[src/rtl/ram_4x4.sv]
// Single-port 4x4 synchronous RAM: en=1 writes din into mem[addr], en=0 loads
// mem[addr] into the registered dout. Synchronous reset clears storage and dout.
module ram_4x4 #(
    parameter int DATA_W = 4,
    parameter int ADDR_W = 2
) (
    input  logic              clk,
    input  logic              rst,
    input  logic              en,
    input  logic [ADDR_W-1:0] addr,
    input  logic [DATA_W-1:0] din,
    output logic [DATA_W-1:0] dout
);

    localparam int DEPTH = 1 << ADDR_W;

    logic [DATA_W-1:0] mem [DEPTH];
    logic [DATA_W-1:0] dout_p0;

    // Stage p0: storage update or read-data capture, one operation per edge.
    // The read register holds its value across write cycles.
    always_ff @(posedge clk) begin
        if (rst) begin
            for (int i = 0; i < DEPTH; i++) begin
                mem[i] <= '0;
            end
            dout_p0 <= '0;
        end else if (en) begin
            mem[addr] <= din;
        end else begin
            dout_p0 <= mem[addr];
        end
    end

    assign dout = dout_p0;

endmodule

[config.mk]
export PLATFORM = sky130hd
export DESIGN_NAME = ram_4x4
export DESIGN_NICKNAME = d
export VERILOG_FILES = /design/src/rtl/ram_4x4.sv
export SDC_FILE = /design/constraint.sdc
export NUM_CORES = 1
export LEC_CHECK = 0
export CAP_MARGIN = 20
export CORE_ASPECT_RATIO = 0.9
export CORE_UTILIZATION = 55
export DETAILED_ROUTE_END_ITERATION = 10
export PLACE_DENSITY = 0.78
export SLEW_MARGIN = 0
export SYNTH_ARGS = -nofsm -noshare
export SYNTH_HDL_FRONTEND = slang
export SYNTH_SLANG_ARGS = --single-unit
[constraint.sdc]
create_clock -name clk -period 2.95 [get_ports clk]
set_clock_uncertainty 0.2 [all_clocks]
set_input_delay 0.59 -clock clk [delete_from_list [all_inputs] [get_ports clk]]
set_output_delay 0.59 -clock clk [all_outputs]
set_load 0.01 [all_outputs]
; ---- Yosys cells after proc, flatten, opt, wreduce, memory -nomap -nowiden
; Memories as Yosys holds them, arrays and structs flattened. A register that Yosys moved wholly into a read port is not among the register bits.
; Cells that the tools add are included.
[word_totals]
n_memories = 1
output_inout_bits = 4
mem_bits_rw = 16
word_cells = 11
in_bits = 9
reg_bits = 0
[classes]
n_reduce_logical = 2
n_mux = 8
[memory_table]
columns = name, depth, word_bits, read_ports, rd_ports_with_merged_regs, write_ports, line
row1 = mem, 4, 4, 1, 1, 4, 17  ; logic [DATA_W-1:0] mem [DEPTH];
[op_table]
columns = op, count
row1 = $mux 1, 6
row2 = $mux 4, 1
row3 = $reduce_or 4->1, 1
row4 = $mux 2, 1
row5 = $logic_not 1->1, 1

; ---- Longest topological paths before layout
[depth]
depth_word = 5
mapped_depth = 3
ltp_nobuf = 2

; ---- Worst setup path before layout
; No wires, ideal clock.
[synth_path]
path_kind = input to register
start = input en
end = memory mem[1][0], enable pin
arrival_time_ps = 1274
setup_time_ps = 260
path_stages = 3
path_slack_ps = 1216
t_required_ps = 2490
path_buffers = 1
cell_sequence = buf_2 > and4bb_2 > or2_2
[synth_rtl]
columns = item, line
row1 = "start, declared", 9  ; input logic en,
row2 = "end, declared", 17

==> results_dict.tcl <==
set metrics [dict create \
    rsz0062_at_grt "no" \
    drtPass1Iterations 2 \
    synth_edf_count 16 \
    die_y_um 40.7 \
    yosys-top-cells-count "16 x and2_1, 16 x edfxtp_1, 8 x mux2i_1" \
    antennaDiodeCount 0 \
    synth_area_leaders "edfxtp_1 52%, and2_1 11%, dfxtp_1 8.7%, mux2i_1 8.7%, o221ai_1 3.8%" \
    cts_setup_buffers 0 \
    dp_hpwl_um 1130 \
    cp-end-kind "register" \
    cts_max_level 1 \
    setup_violations 0 \
    critPathArrivalTime_ns 1.94 \
    die_area_um2 1840 \
    routed-via-count 556 \
    synth-seq-cells 20 \
    dr.first_iter.drc_count 10 \
    cts_root_buffer "clkbuf_4" \
    maxSlewHeadroom 0.740 \
    ant_nets 0 \
    grt_usage 0.198 \
    fmax_mhz 477 \
    port_buffers 12 \
    timing.max_cap.violations 0 \
    slew_violations 0 \
    timing.hold.ws_ns 0.308 \
    post_drt_wl_per_cell_um 14.9 \
    synthCells 65 \
    nFillCells 119 \
    async_flop_share 0 \
    ctsHoldBuffers 0 \
    clockBufferDepth 2 \
    p_leak_uw 0.000395 \
    power.density_nw_per_um2 486 \
    crit_fanout 14 \
    finalSetupTns_ns 0 \
    overflow 0 \
    clk_latency_ns 0.29 \
    final_core_util 0.722 \
    ios 13 \
    row_count 13 \
    floorplan.initialDensity 0.613 \
    crit_path_start_kind "input port" \
    synth_nets 74 \
    grt_pass1_vias 501 \
    vias_per_cell 5.50 \
    hold_path_class "reg2reg" \
    worstMarginPinSlew_ns 0.389 \
    outcome "complete, no violations" \
    hold_viol_final 0 \
    irDropWorstVdd_uv 276 \
    die_x_um 45.0 \
    yosysTopAreaCellShare 0.524 \
    finalNetCount 89 \
    syn_to_final_growth_pct 17.9 \
    drt_wl_total_um 1510 \
    antenna_found_initial 0 \
    synth-main-ff-cell "edfxtp_1" \
    worstPathRequired_ns 2.79 \
    seq_area_frac_synth 0.611 \
    post_route_cells_drive_above_1_share 0.127 \
    design.core.area_um2 1500 \
    post_cts_resized 0 \
    yosys_warnings 0 \
    cts_sinks 20 \
    cts_buffers 3 \
    grt_max_degree 15 \
    timing.final.crit_share 0.711 \
    avgSynthCellArea_um2 14.1 \
    grt_pass1_wl_um 2320 \
    clkTransAtPathRegs_ns 0.10 \
    period_needed_ns 2.10 \
    drc 0 \
    critical_path_class "in2reg" \
    netlist_area_um2 917 \
    synthDistinctLibCells 17 \
    globalplace.congestion 0.742 \
    yosysTopAreaCell "edfxtp_1" \
    cts_tree "done" \
]
==> final cells by class <==
class	instances	area, um^2	share of cell area
Sequential cell	20	561	0.519
Tap cell	22	27.5	0.0255
Clock buffer	4	26.3	0.0243
Multi-Input combinational cell	42	339	0.314
Timing Repair Buffer	13	128	0.118
==> cells by family (layout without fill, tap and decap cells) <==
logic type	after synthesis	count (layout)	share of synthesized area
mux	8	8	0.0873
simple gates	29	29	0.235
buf+inv	3	17	0.0191
compound gates	5	5	0.0477
flops	20	20	0.611
==> registers in the layout, summed over array words and instances, names as in the netlist <==
signal / flops
dout: 4
mem: 16
==> metal layers <==
layer  track usage  up-vias  wire length (um)  part of all wire
li1              -      273                 -                 -
met1         0.260      266               743              0.49
met2         0.308       15               685              0.45
met3        0.0573        2                65             0.043
met4        0.0909        0                12            0.0080
met5             0        -                 0                 0
==> layout by cell type (no fill, tap or decap) <==
| master | n |
|---|---|
| buf_4 | 1 |
| clkbuf_4 | 3 |
| mux2i_1 | 8 |
| clkbuf_1 | 1 |
| and4bb_2 | 1 |
| clkdlybuf4s50_1 | 12 |
| and2_1 | 16 |
| nor4b_2 | 1 |
| nor2b_1 | 1 |
| nand3b_1 | 4 |
| or2_2 | 2 |
| or2_1 | 1 |
| a31o_2 | 1 |
| o221ai_1 | 4 |
| dfxtp_1 | 4 |
| and4bb_1 | 1 |
| or3b_1 | 1 |
| or3_4 | 1 |
| edfxtp_1 | 16 |
==> report_power, final <==
part           switching [uW]  leakage, uW  internal (uW)
Combinational            28.7     0.000191           34.4
Sequential               7.59     0.000188            326
Clock                    75.7    0.0000150           52.5
Total                     112     0.000395            413
==> stage by stage <==
stage                     total power [uW]  std cells  instance area (um^2)  worst slack, ns
after floorplan                        372         65                   917             1.22
after global placement                 402         97                  1050            0.590
after detailed placement               404         97                  1050            0.544
after CTS                              529        101                  1080            0.864
after global routing                   546        101                  1080            0.814
final                                  525        101                  1080            0.853
==> final timing paths <==
check                 start         to  slack [ns]  cells past startpoint
setup / recovery        rst  mem[1][2]        0.85                      3
hold / removal      dout[1]    dout[1]        0.31                      2
setup reg to reg  mem[0][2]    dout[2]        1.93                      2
hold reg to reg     dout[1]    dout[1]        0.31                      2
==> critical path: stages <==
cell,delay (ns)
clkdlybuf4s50_1,0.70
and4bb_2,0.32
or2_2,0.33
No activity file was read; power rests on OpenSTA's default activity.
